$ cat config.mk
export PLATFORM = sky130hd
export DESIGN_NAME = game_ctrl
export DESIGN_NICKNAME = d
export VERILOG_FILES = /design/src/rtl/game_ctrl.sv
export SDC_FILE = /design/constraint.sdc
export NUM_CORES = 1
export LEC_CHECK = 0
export ABC_AREA = 1
export ABC_CLOCK_PERIOD_IN_PS = 2600
export CORE_MARGIN = 3
export CORE_UTILIZATION = 60
export CTS_CLUSTER_SIZE = 24
export DETAILED_ROUTE_END_ITERATION = 7
export GPL_ROUTABILITY_DRIVEN = 0
export PLACE_DENSITY = 0.95
export SLEW_MARGIN = 20
export SYNTH_ARGS = -nofsm -noshare
export SYNTH_HDL_FRONTEND = slang
export SYNTH_SLANG_ARGS = --single-unit
$ cat constraint.sdc
create_clock -name clk -period 2.6 [get_ports clk]
set_clock_uncertainty 0.05 [all_clocks]
set_input_delay 0.65 -clock clk [delete_from_list [all_inputs] [get_ports clk]]
set_output_delay 0.65 -clock clk [all_outputs]
set_load 0.1 [all_outputs]
$ cat src/rtl/game_ctrl.sv
`default_nettype none
// ============================================================================
// Module      : game_ctrl
// Description : Game-flow controller for the VGA bouncing-box/paddle game.
//               Tracks attract/serve/play/game-over phases, score, lives,
//               and ball speed.
// Revision    : 1.0 - initial release
// ============================================================================
module game_ctrl #(
    parameter int LIVES           = 3,
    parameter int SCORE_W         = 16,
    parameter int SERVE_FRAMES    = 60,
    parameter int OVER_FRAMES     = 180,
    parameter int SPEED_STEP_HITS = 5,
    parameter int MAX_SPEED       = 4,
    parameter int BLINK_FRAMES    = 16
) (
    input  logic               clk,
    input  logic               rst_n,
    input  logic               frame_tick,
    input  logic               btn_start,
    input  logic               hit,
    input  logic               miss,
    output logic               game_run,
    output logic               ball_reload,
    output logic [2:0]         speed,
    output logic [SCORE_W-1:0] score,
    output logic [3:0]         lives,
    output logic [1:0]         state,
    output logic               blink
);

    localparam int c_frame_max = (SERVE_FRAMES > OVER_FRAMES) ? SERVE_FRAMES : OVER_FRAMES;
    localparam int c_frame_w   = $clog2(c_frame_max + 1);
    localparam int c_hit_w     = $clog2(SPEED_STEP_HITS + 1);
    localparam int c_blink_w   = $clog2(BLINK_FRAMES + 1);

    typedef enum logic [1:0] {
        ST_IDLE  = 2'd0,
        ST_SERVE = 2'd1,
        ST_PLAY  = 2'd2,
        ST_OVER  = 2'd3
    } state_t;

    state_t               r_state,  w_state;
    logic [c_frame_w-1:0] r_frame_cnt, w_frame_cnt, w_frame_inc;
    logic [c_hit_w-1:0]   r_hit_cnt,   w_hit_cnt,   w_hit_inc;
    logic [c_blink_w-1:0] r_blink_cnt, w_blink_cnt, w_blink_inc;
    logic                 r_btn_prev;
    logic                 r_game_run,  w_game_run;
    logic                 r_ball_reload, w_ball_reload;
    logic [2:0]           r_speed,  w_speed;
    logic [SCORE_W-1:0]   r_score,  w_score;
    logic [3:0]           r_lives,  w_lives;
    logic                 r_blink,  w_blink;
    logic                 w_start_press;

    // Falling edge of the active-low button; holding it low gives one press.
    assign w_start_press = r_btn_prev & ~btn_start;
    assign w_frame_inc   = r_frame_cnt + 1'b1;
    assign w_hit_inc     = r_hit_cnt + 1'b1;
    assign w_blink_inc   = r_blink_cnt + 1'b1;

    always_ff @(posedge clk or negedge rst_n) begin
        if (!rst_n) begin
            r_state       <= ST_IDLE;
            r_frame_cnt   <= '0;
            r_hit_cnt     <= '0;
            r_blink_cnt   <= '0;
            r_btn_prev    <= 1'b1;
            r_game_run    <= 1'b0;
            r_ball_reload <= 1'b0;
            r_speed       <= 3'd1;
            r_score       <= '0;
            r_lives       <= 4'd0;
            r_blink       <= 1'b0;
        end else begin
            r_state       <= w_state;
            r_frame_cnt   <= w_frame_cnt;
            r_hit_cnt     <= w_hit_cnt;
            r_blink_cnt   <= w_blink_cnt;
            r_btn_prev    <= btn_start;
            r_game_run    <= w_game_run;
            r_ball_reload <= w_ball_reload;
            r_speed       <= w_speed;
            r_score       <= w_score;
            r_lives       <= w_lives;
            r_blink       <= w_blink;
        end
    end

    always_comb begin
        w_state       = r_state;
        w_frame_cnt   = r_frame_cnt;
        w_hit_cnt     = r_hit_cnt;
        w_blink_cnt   = r_blink_cnt;
        w_ball_reload = 1'b0;
        w_speed       = r_speed;
        w_score       = r_score;
        w_lives       = r_lives;
        w_blink       = r_blink;

        case (r_state)
            ST_IDLE: begin
                if (w_start_press) begin
                    w_state       = ST_SERVE;
                    w_frame_cnt   = '0;
                    w_hit_cnt     = '0;
                    w_score       = '0;
                    w_lives       = 4'(LIVES);
                    w_speed       = 3'd1;
                    w_ball_reload = 1'b1;
                end
            end
            ST_SERVE: begin
                if (frame_tick) begin
                    if (w_frame_inc == c_frame_w'(SERVE_FRAMES)) begin
                        w_state     = ST_PLAY;
                        w_frame_cnt = '0;
                    end else begin
                        w_frame_cnt = w_frame_inc;
                    end
                end
            end
            ST_PLAY: begin
                // A miss in the same cycle as a hit discards the hit.
                if (miss) begin
                    w_frame_cnt = '0;
                    if (r_lives > 4'd1) begin
                        w_lives       = r_lives - 4'd1;
                        w_state       = ST_SERVE;
                        w_ball_reload = 1'b1;
                    end else begin
                        w_lives     = 4'd0;
                        w_state     = ST_OVER;
                        w_blink     = 1'b1;
                        w_blink_cnt = '0;
                    end
                end else if (hit) begin
                    w_score = (&r_score) ? r_score : r_score + 1'b1;
                    if (w_hit_inc == c_hit_w'(SPEED_STEP_HITS)) begin
                        w_hit_cnt = '0;
                        w_speed   = (r_speed < 3'(MAX_SPEED)) ? r_speed + 3'd1 : r_speed;
                    end else begin
                        w_hit_cnt = w_hit_inc;
                    end
                end
            end
            ST_OVER: begin
                if (frame_tick) begin
                    if (w_frame_inc == c_frame_w'(OVER_FRAMES)) begin
                        w_state     = ST_IDLE;
                        w_frame_cnt = '0;
                        w_blink_cnt = '0;
                        w_blink     = 1'b0;
                    end else begin
                        w_frame_cnt = w_frame_inc;
                        if (w_blink_inc == c_blink_w'(BLINK_FRAMES)) begin
                            w_blink_cnt = '0;
                            w_blink     = ~r_blink;
                        end else begin
                            w_blink_cnt = w_blink_inc;
                        end
                    end
                end
            end
            default: w_state = ST_IDLE;
        endcase

        w_game_run = (w_state == ST_PLAY);
    end

    assign game_run    = r_game_run;
    assign ball_reload = r_ball_reload;
    assign speed       = r_speed;
    assign score       = r_score;
    assign lives       = r_lives;
    assign state       = r_state;
    assign blink       = r_blink;

endmodule
`default_nettype wire
==> results_dict.tcl <==
set metrics [dict create \
    r2r-start "score[0]" \
    postCtsSetupRepairBufs 0 \
    ant_nets 0 \
    avgSynthCellArea_um2 7.71 \
    die_y_um 74.7 \
    drc 0 \
    drv_cap 0 \
    insertion_delay_ps 300 \
    clock_sinks 45 \
    final_cell_mix "83 x nand2_1, 55 x inv_1, 43 x dfrtp_1" \
    nets 419 \
    overflow 0 \
    fin_tns_setup_ps 0 \
    netlist_area_mm2 0.00283 \
    crit_end "score[10]" \
    setup_slack_ps 498 \
    max_slew_margin_pct 61.0 \
    r2r.worst_path.cells 8 \
    path_clk_slew_ps 90 \
    core.rowCount 24 \
    crit_start "score[0]" \
    dieArea_mm2 0.00558 \
    p_leak_uw 0.00157 \
    critPathCaptureType "register" \
    hold_viol 0 \
    crit_arrival_ps 2240 \
    fin_crit_sh_pct 80.8 \
    final_common_cell "nand2_1" \
    dp.final_hpwl_um 4740 \
    run_status "finished clean" \
    tightest_slew_ps 585 \
    io_buffers 33 \
    ctsHoldBuffers 0 \
    grt_start_max_net_pins 46 \
    vias_per_cell 5.56 \
    fillerInstances 340 \
    htreeDepth 2 \
    grt_pass1_wl_um 11000 \
    dp_slack_ps 254 \
    ys_seq_elements 45 \
    ys_top_cells_by_area "dfrtp_1 38%, nand2_1 11%, inv_1 7.3%" \
    grt_pass1_vias 2488 \
    totalPowerFinal_uw 1820 \
    criticalPathCategory "register to register" \
    r2r_slack_ps 500 \
    synthToLayoutAreaGrowth_pct 14.2 \
    first_pass_iters 4 \
    drt_wl_total_um 6510 \
    cts_root_buf "clkbuf_8" \
    synth_top_area_share_pct 38.0 \
    rsz0062_at_grt "no" \
    ctsResizeCount 0 \
    synth.distinct_cells 44 \
    initial_utilization_pct 63.7 \
    antenna_cells 0 \
    syn_nets 382 \
    wl_per_cell_um 14.2 \
    maxSlewViolCount 0 \
    cts_buffer_depth 2 \
    cts_tree "yes" \
    cp.required_ps 2740 \
    synthesis.yosys.warnings 0 \
    ir_drop_mv 0.546 \
    crit_fanout 22 \
    start_kind "register" \
    detail_route.iter0.violations 262 \
    fmax_ghz 0.476 \
    die_w_um 74.7 \
    coreArea_mm2 0.00444 \
    rr_endpoint "score[10]" \
    power.density_mw_per_mm2 563 \
    hp-class "input pin to async pin" \
    cts_made_buffers 5 \
    grt_usage_pct 25.6 \
    ys_seq_area_share_pct 39.9 \
    drive_gt1_share_pct 17.5 \
    vias 2539 \
    synth_area_leader_cell "dfrtp_1" \
    fin_crit_ps 2100 \
    ios 34 \
    setup_viol 0 \
    antenna_found_initial 0 \
    syn_inst 367 \
]
[critical path, cell delays in order (launching register included)]
cell and delay, ps:
dfrtp_1 430, ha_1 270, nand2_1 120, nor3_2 240, nand4_1 210, nand2_4 290, inv_2 160, nand4_1 120
o21ai_0 90
[layout make-up]
| class | instances | area (um^2) | share of cell area, % |
|---|---|---|---|
| Inverter | 60 | 225 | 6.97 |
| Tap cell | 52 | 65.1 | 2.01 |
| Sequential cell | 45 | 1130 | 34.9 |
| Clock buffer | 7 | 96.3 | 2.98 |
| Multi-Input combinational cell | 255 | 1430 | 44.1 |
| Timing Repair Buffer | 37 | 285 | 8.83 |
| Clock inverter | 1 | 5.00 | 0.155 |
[worst min-delay path by stage]
stage / to / slack [ps]
after floorplan: ball_reload / 300
after global placement: blink / 440
after detailed placement: blink / 430
after CTS: r_frame_cnt[2] / 390
after global routing: r_frame_cnt[2] / 410
final: r_frame_cnt[4] / 360
[Yosys cell counts, drive strengths merged]
| master | count |
|---|---|
| a21oi | 7 |
| and2 | 1 |
| and3 | 1 |
| buf | 6 |
| clkbuf | 1 |
| clkinv | 1 |
| dfrtp | 43 |
| dfstp | 2 |
| ha | 9 |
| inv | 59 |
| nand2 | 88 |
| nand3 | 33 |
| nand3b | 1 |
| nand4 | 12 |
| nor2 | 38 |
| nor3 | 9 |
| nor3b | 2 |
| nor4 | 1 |
| o211ai | 1 |
| o21a | 2 |
| o21ai | 23 |
| o21bai | 1 |
| o22ai | 2 |
| o31ai | 9 |
| or2 | 3 |
| xnor2 | 2 |
| xor2 | 10 |
[kinds of logic (layout without fill, tap and decap cells)]
group / count (synthesis) / count (layout) / synth area share, %
buffers and inverters: 67 / 105 / 9.73
and+or+nand+nor: 189 / 189 / 31.6
DFF: 45 / 45 / 39.9
AOI/OAI and AO/OA: 45 / 45 / 11.1
adders and majority gates: 9 / 9 / 3.98
xor gates and xnor gates: 12 / 12 / 3.71
[per-stage QoR]
| stage | cell area, um^2 | util (%) | hold slack (ps) | instances |
|---|---|---|---|---|
| final | 3230 | 72.7 | 364 | 457 |
| after global routing | 3230 | 72.7 | 412 | 457 |
| after CTS | 3230 | 72.7 | 392 | 457 |
| after detailed placement | 3130 | 70.4 | 435 | 449 |
| after global placement | 3130 | 70.4 | 436 | 449 |
| after floorplan | 2830 | - | 304 | 367 |
[sequential cells by signal, summed over array words and instances (netlist names)]
name	flops
ball_reload	1
score	16
r_blink_cnt	5
game_run	1
r_hit_cnt	3
lives	4
speed	3
state	2
r_btn_prev	1
r_frame_cnt	8
blink	1
[per-layer routing]
metal / up-vias / global-route usage [%] / part of all wire (%)
li1: 1248 / - / -
met1: 1182 / 32.0 / 42
met2: 93 / 43.7 / 49
met3: 16 / 5.34 / 6.8
met4: 0 / 9.68 / 2.0
met5: - / 0 / 0
[power by group]
| part | switching, uW | internal (uW) |
|---|---|---|
| clock | 250 | 241 |
| combinational | 312 | 146 |
| sequential | 89.1 | 781 |
Power figures use the tool's default switching activity.
